**src/rtl/ps2_player_input_if.sv**
```systemverilog
// Keyboard-to-game bus for ps2_player_input: scan-code strobe in, per-player
// direction levels and fire request/acknowledge handshakes out.
interface ps2_player_input_if;
    logic       clear;
    logic [7:0] scan_code;
    logic       scan_code_ready;
    logic [3:0] p1_dir;
    logic [3:0] p2_dir;
    logic       p1_fire_req;
    logic       p1_fire_ack;
    logic       p2_fire_req;
    logic       p2_fire_ack;
    logic       prefix_err;

    modport master (
        output clear, scan_code, scan_code_ready, p1_fire_ack, p2_fire_ack,
        input  p1_dir, p2_dir, p1_fire_req, p2_fire_req, prefix_err
    );

    modport slave (
        input  clear, scan_code, scan_code_ready, p1_fire_ack, p2_fire_ack,
        output p1_dir, p2_dir, p1_fire_req, p2_fire_req, prefix_err
    );
endinterface

```
**src/rtl/ps2_player_input.sv**
```systemverilog
// PS/2 make/break decoder keeping a held-key map for two players.
// Optional macro PREFIX_TIMEOUT_EN aborts a stalled E0/F0 prefix after TIMEOUT_CYCLES.
//
// state      | meaning
// -----------+-----------------------------------------------
// ST_IDLE    | no prefix pending; next byte is a plain make
// ST_EXT     | E0 seen; next byte is an extended make (or F0)
// ST_BRK     | F0 seen; next byte is a plain break
// ST_EXT_BRK | E0 F0 seen; next byte is an extended break
module ps2_player_input #(
    parameter logic [19:0] TIMEOUT_CYCLES = 20'd1_000_000
) (
    input logic              clock,
    input logic              resetn,
    ps2_player_input_if.slave bus
);
    typedef enum logic [1:0] {ST_IDLE, ST_EXT, ST_BRK, ST_EXT_BRK} state_t;

    state_t      state_q, state_d;
    logic        key_make, key_break, key_ext;
    logic        timeout;
    logic [9:0]  key_hit;
    logic [9:0]  held_q, held_d;
    logic [7:0]  dir_q;
    logic        p1_fire_q, p2_fire_q;
    logic        p1_set, p2_set;

    // Held-map bit order: [3:0] p1 {up,down,left,right}, [7:4] p2, [8] Enter, [9] Space
    function automatic logic [3:0] cancel_opposing(input logic [3:0] h);
        logic [3:0] r;
        r = h;
        if (h[3] && h[2]) r[3:2] = 2'b00;
        if (h[1] && h[0]) r[1:0] = 2'b00;
        return r;
    endfunction

    always_comb begin
        state_d   = state_q;
        key_make  = 1'b0;
        key_break = 1'b0;
        key_ext   = 1'b0;
        if (bus.scan_code_ready) begin
            case (state_q)
                ST_IDLE: begin
                    if (bus.scan_code == 8'hE0)      state_d = ST_EXT;
                    else if (bus.scan_code == 8'hF0) state_d = ST_BRK;
                    else                             key_make = 1'b1;
                end
                ST_EXT: begin
                    if (bus.scan_code == 8'hF0) begin
                        state_d = ST_EXT_BRK;
                    end else if (bus.scan_code != 8'hE0) begin
                        key_make = 1'b1;
                        key_ext  = 1'b1;
                        state_d  = ST_IDLE;
                    end
                end
                ST_BRK: begin
                    key_break = 1'b1;
                    state_d   = ST_IDLE;
                end
                default: begin
                    key_break = 1'b1;
                    key_ext   = 1'b1;
                    state_d   = ST_IDLE;
                end
            endcase
        end else if (timeout) begin
            state_d = ST_IDLE;
        end
    end

    always_ff @(posedge clock or negedge resetn) begin
        if (!resetn)        state_q <= ST_IDLE;
        else if (bus.clear) state_q <= ST_IDLE;
        else                state_q <= state_d;
    end

    always_comb begin
        key_hit = 10'd0;
        if (key_ext) begin
            case (bus.scan_code)
                8'h75:   key_hit[3] = 1'b1;
                8'h72:   key_hit[2] = 1'b1;
                8'h6B:   key_hit[1] = 1'b1;
                8'h74:   key_hit[0] = 1'b1;
                default: key_hit = 10'd0;
            endcase
        end else begin
            case (bus.scan_code)
                8'h1D:   key_hit[7] = 1'b1;
                8'h1B:   key_hit[6] = 1'b1;
                8'h1C:   key_hit[5] = 1'b1;
                8'h23:   key_hit[4] = 1'b1;
                8'h5A:   key_hit[8] = 1'b1;
                8'h29:   key_hit[9] = 1'b1;
                default: key_hit = 10'd0;
            endcase
        end
    end

    always_comb begin
        held_d = held_q;
        if (key_make)  held_d = held_q | key_hit;
        if (key_break) held_d = held_q & ~key_hit;
    end

    // Only a fresh press arms fire; typematic repeats arrive with the bit already held
    assign p1_set = key_make && key_hit[8] && !held_q[8];
    assign p2_set = key_make && key_hit[9] && !held_q[9];

    always_ff @(posedge clock or negedge resetn) begin
        if (!resetn) begin
            held_q    <= 10'd0;
            dir_q     <= 8'd0;
            p1_fire_q <= 1'b0;
            p2_fire_q <= 1'b0;
        end else if (bus.clear) begin
            held_q    <= 10'd0;
            dir_q     <= 8'd0;
            p1_fire_q <= 1'b0;
            p2_fire_q <= 1'b0;
        end else begin
            held_q    <= held_d;
            dir_q     <= {cancel_opposing(held_q[7:4]), cancel_opposing(held_q[3:0])};
            if (p1_set)               p1_fire_q <= 1'b1;
            else if (bus.p1_fire_ack) p1_fire_q <= 1'b0;
            if (p2_set)               p2_fire_q <= 1'b1;
            else if (bus.p2_fire_ack) p2_fire_q <= 1'b0;
        end
    end

`ifdef PREFIX_TIMEOUT_EN
    logic [19:0] cnt_q;
    logic        err_q;

    // A strobe on the expiry cycle wins, so no byte is lost to the abort
    assign timeout = (state_q != ST_IDLE) && !bus.scan_code_ready && !bus.clear &&
                     (cnt_q == TIMEOUT_CYCLES - 20'd1);

    always_ff @(posedge clock or negedge resetn) begin
        if (!resetn) begin
            cnt_q <= 20'd0;
            err_q <= 1'b0;
        end else begin
            err_q <= timeout;
            if (bus.clear || bus.scan_code_ready || state_q == ST_IDLE || timeout)
                cnt_q <= 20'd0;
            else
                cnt_q <= cnt_q + 20'd1;
        end
    end

    assign bus.prefix_err = err_q;
`else
    wire unused_timeout_cycles = ^TIMEOUT_CYCLES;
    assign timeout        = 1'b0;
    assign bus.prefix_err = 1'b0;
`endif

    assign bus.p1_dir      = dir_q[3:0];
    assign bus.p2_dir      = dir_q[7:4];
    assign bus.p1_fire_req = p1_fire_q;
    assign bus.p2_fire_req = p2_fire_q;
endmodule

```
**src/flat_wrapper.sv**
```systemverilog
// flat-port wrapper written by rule: the top's interface ports become plain ports
module ps2_player_input_flat 
#(
    parameter logic [19:0] TIMEOUT_CYCLES = 20'd1_000_000
)
  (clock, resetn, bus_clear, bus_scan_code, bus_scan_code_ready, bus_p1_fire_ack, bus_p2_fire_ack, bus_p1_dir, bus_p2_dir, bus_p1_fire_req, bus_p2_fire_req, bus_prefix_err);
  ps2_player_input_if bus_i ();
  input logic clock;
  input logic resetn;
  input wire logic [$bits(bus_i.clear)-1:0] bus_clear;
  input wire logic [$bits(bus_i.scan_code)-1:0] bus_scan_code;
  input wire logic [$bits(bus_i.scan_code_ready)-1:0] bus_scan_code_ready;
  input wire logic [$bits(bus_i.p1_fire_ack)-1:0] bus_p1_fire_ack;
  input wire logic [$bits(bus_i.p2_fire_ack)-1:0] bus_p2_fire_ack;
  output wire logic [$bits(bus_i.p1_dir)-1:0] bus_p1_dir;
  output wire logic [$bits(bus_i.p2_dir)-1:0] bus_p2_dir;
  output wire logic [$bits(bus_i.p1_fire_req)-1:0] bus_p1_fire_req;
  output wire logic [$bits(bus_i.p2_fire_req)-1:0] bus_p2_fire_req;
  output wire logic [$bits(bus_i.prefix_err)-1:0] bus_prefix_err;
  assign bus_i.clear = bus_clear;
  assign bus_i.scan_code = bus_scan_code;
  assign bus_i.scan_code_ready = bus_scan_code_ready;
  assign bus_i.p1_fire_ack = bus_p1_fire_ack;
  assign bus_i.p2_fire_ack = bus_p2_fire_ack;
  assign bus_p1_dir = bus_i.p1_dir;
  assign bus_p2_dir = bus_i.p2_dir;
  assign bus_p1_fire_req = bus_i.p1_fire_req;
  assign bus_p2_fire_req = bus_i.p2_fire_req;
  assign bus_prefix_err = bus_i.prefix_err;
  ps2_player_input #(.TIMEOUT_CYCLES(TIMEOUT_CYCLES)) u_core (.clock(clock), .resetn(resetn), .bus(bus_i));
endmodule
```
**config.mk**
```make
export PLATFORM = sky130hd
export DESIGN_NAME = ps2_player_input_flat
export DESIGN_NICKNAME = d
export VERILOG_FILES = /design/src/rtl/ps2_player_input_if.sv /design/src/rtl/ps2_player_input.sv /design/src/flat_wrapper.sv
export SDC_FILE = /design/constraint.sdc
export NUM_CORES = 1
export LEC_CHECK = 0
export BUFFER_PORTS_ARGS = -buffer_cell sky130_fd_sc_hd__buf_2
export CELL_PAD_IN_SITES_DETAIL_PLACEMENT = 1
export CELL_PAD_IN_SITES_GLOBAL_PLACEMENT = 1
export CORE_MARGIN = 2
export CORE_UTILIZATION = 42
export DETAILED_ROUTE_END_ITERATION = 12
export HOLD_SLACK_MARGIN = 0.06
export PLACE_DENSITY_LB_ADDON = 0.1
export SLEW_MARGIN = 40
export SYNTH_ARGS = -nofsm -noshare
export SYNTH_HDL_FRONTEND = slang
export SYNTH_SLANG_ARGS = --single-unit
```
**constraint.sdc**
```tcl
create_clock -name clock -period 4.1 [get_ports clock]
set_input_delay 0 -clock clock [delete_from_list [all_inputs] [get_ports clock]]
set_output_delay 0 -clock clock [all_outputs]
set_load 0.1 [all_outputs]
```
==> results.yml <==
floorplan:
  initial_core_util_pct: 43.9
  die_area_um2: 3020
  die_w_um: 54.9
  num_rows: 18
  die_h_um: 54.9
  ioPinCount: 25
  coreArea_um2: 2480
worst_setup_path:
  crit_chain: "nor4_1 > nand3_1 > dlygate4sd3_1 > a21oi_1 > dlygate4sd3_1"
  cp_common_cell: "dlygate4sd3_1"
  slowest_stage: "dlygate4sd3_1"
  path_class: "reg -> reg"
  cp_max_fo: 7
  cp.arrival_ns: 2.59
  cp-end-kind: "flip-flop"
  crit_buf_inv: 2
  cpLargestDelayFamily: "buffers and inverters"
  required_ns: 4.35
  cpPeakStageDelay_ns: 0.58
  cp-start-kind: "flip-flop"
timing:
  final_hold_viol_count: 0
  period_share_pct: 57.1
  maxSlewViolCount: 0
  tns_ns: 0
  tightest_slew_ns: 0.517
  grt_setup_unrepaired: "false"
  max_freq_mhz: 427
  skew_ns: 0.00575
  period_minus_slack_ns: 2.34
  setup_viol: 0
  relSlewSlack_pct: 65.1
cts:
  post_cts_buffers: 0
  cts-htree-levels: 1
  clk_latency_ns: 0.30
  clkTransAtPathRegs_ns: 0.12
  max-clock-path-buffers: 2
  cts.repair.resized: 0
  cts_made_buffers: 3
  cts_tree: "built"
  cts_sinks: 22
  clockRootBuffer: "clkbuf_4"
  hold_buffers: 7
grt:
  antenna_found_initial: 0
  grt_remaining_overflow: 0
  first_global_vias: 909
  grt_pass1_wl_um: 4250
  grt_max_degree: 23
  gr-usage-all-layers_pct: 20.3
yosys:
  syn_nets: 123
  yosysWarnings: 0
  synth_edf_count: 0
  async_flop_share_pct: 100
  syn_avg_cell_area_um2: 9.99
  yosysSeqAreaShare_pct: 50.6
  synth_cell_type_count: 37
  syn_inst: 109
  synthFlopType: "dfrtp_1"
  netlist_area_um2: 1090
  synth_seq_cells: 22
job:
  cap_violations: 0
cells_and_area:
  final_core_util_pct: 52.6
  instances_no_fill: 167
  finalInstanceArea_um2: 1300
  final_nets: 153
  area_growth_pct: 19.8
  final_layout_size_suffix_gt1_share_pct: 21.9
  n_antenna_cell: 0
route:
  route.detailed.drc: 0
  routed_wl_um: 2540
  vias: 922
  dr.pass1.iters: 4
  drtIter0Drc: 10
  routedWlPerCell_um: 15.2
  viasPerCell: 5.52
  ant_nets: 0
placement:
  placedCellCount: 157
  dpl_cell_area_um2: 1210
  hpwl_um: 1900
  io_buffers: 23
  gp_congestion: 0.860
pwr:
  powerDensity_nw_per_um2: 274
  peakVddDrop_uv: 167
  p_leak_nw: 0.599
worst_hold_path:
  min_path_type: "in -> reg"
run_status:
  status: "finished, final reports clean"
[cell usage in the layout (no fill, tap or decap), drive strengths merged, types with 2 or more instances in the layout]
master / count
mux2i: 5
dlygate4sd3: 7
dfrtp: 22
a32o: 2
nor3: 6
nor3b: 6
buf: 23
inv: 3
nor4: 2
a21oi: 3
o21ai: 3
nor2: 12
clkbuf: 3
nand2b: 2
nand2: 15
nand4b: 3
[area by class of cell]
type / instances / area (µm²)
fillers: 299 / 1170
flip-flops and latches: 22 / 551
multi-input cells: 79 / 497
repair buffers: 30 / 185
well taps: 30 / 37.5
clock buffers: 3 / 22.5
inverters: 3 / 11.3
[final timing paths]
| kind | to | slack (ns) | cells past startpoint | startpoint |
|---|---|---|---|---|
| setup / recovery | u_core.state_q[1] | 1.76 | 5 | u_core.state_q[1] |
| hold / removal | u_core.bus.p1_fire_req | 0.07 | 4 | bus_scan_code[0] |
| setup reg to reg | u_core.state_q[1] | 1.76 | 5 | u_core.state_q[1] |
| hold reg to reg | u_core.dir_q[2] | 0.43 | 1 | u_core.held_q[3] |
| max in group asynchronous | u_core.held_q[5] | 3.59 | 2 | resetn |
| min in group asynchronous | u_core.bus.p2_fire_req | 0.18 | 2 | resetn |
[tightest hold or removal path, cell delays in order]
cell      delay, ns
buf_2          0.11
nor4bb_1       0.08
nand4b_1       0.10
o21ai_1        0.05
[where the power goes]
part	switching [mW]	internal, mW	total [mW]
Clock	0.0620	0.0342	0.0962
Combinational	0.0289	0.0147	0.0436
Sequential	0.000600	0.217	0.218
Total	0.0915	0.266	0.358
[kinds of logic after synthesis]
logic type	share of synthesized area, %
other	0.344
and+or+nand+nor	30.2
DFF	50.6
muxes	4.60
AOI/OAI and AO/OA	10.5
buffers and inverters	3.79
[synthesized netlist by cell type, drive strengths merged (2+ instances only)]
| library cell | number | area [µm²] |
|---|---|---|
| dfrtp | 22 | 551 |
| nand2 | 15 | 56.3 |
| nor2 | 12 | 45.0 |
| nor3 | 6 | 30.0 |
| nor3b | 6 | 45.0 |
| mux2i | 5 | 50.1 |
| a21oi | 3 | 15.0 |
| clkbuf | 3 | 11.3 |
| inv | 3 | 11.3 |
| nand4b | 3 | 26.3 |
| o21ai | 3 | 15.0 |
| a32o | 2 | 20.0 |
| buf | 2 | 18.8 |
| nand2b | 2 | 12.5 |
| nor4 | 2 | 12.5 |
[state kept, by name, summed over array words and instances, names as in the netlist]
signal                  cells
u_core.bus.p1_fire_req      1
u_core.state_q              2
u_core.held_q              10
u_core.bus.p2_fire_req      1
u_core.dir_q                8
[routing by layer]
layer | vias up | GRT usage, % | part of all wire [%]
met5 | - | 0 | 0
met4 | 0 | 7.32 | 2.0
met3 | 6 | 3.49 | 4.3
met2 | 27 | 34.7 | 48
met1 | 445 | 25.6 | 46
li1 | 444 | - | -
[per-stage QoR]
stage / setup slack (ns) / hold slack (ns) / power [mW]
5_1_grt: 1.63 / 0.103 / 0.377
2_1_floorplan: 2.61 / -0.296 / 0.245
6_report: 1.76 / 0.0677 / 0.358
4_1_cts: 1.78 / 0.0633 / 0.363
3_3_place_gp: 2.57 / -0.0117 / 0.261
3_5_place_dp: 2.51 / -0.00472 / 0.262
(Power assumes the default switching activity.)
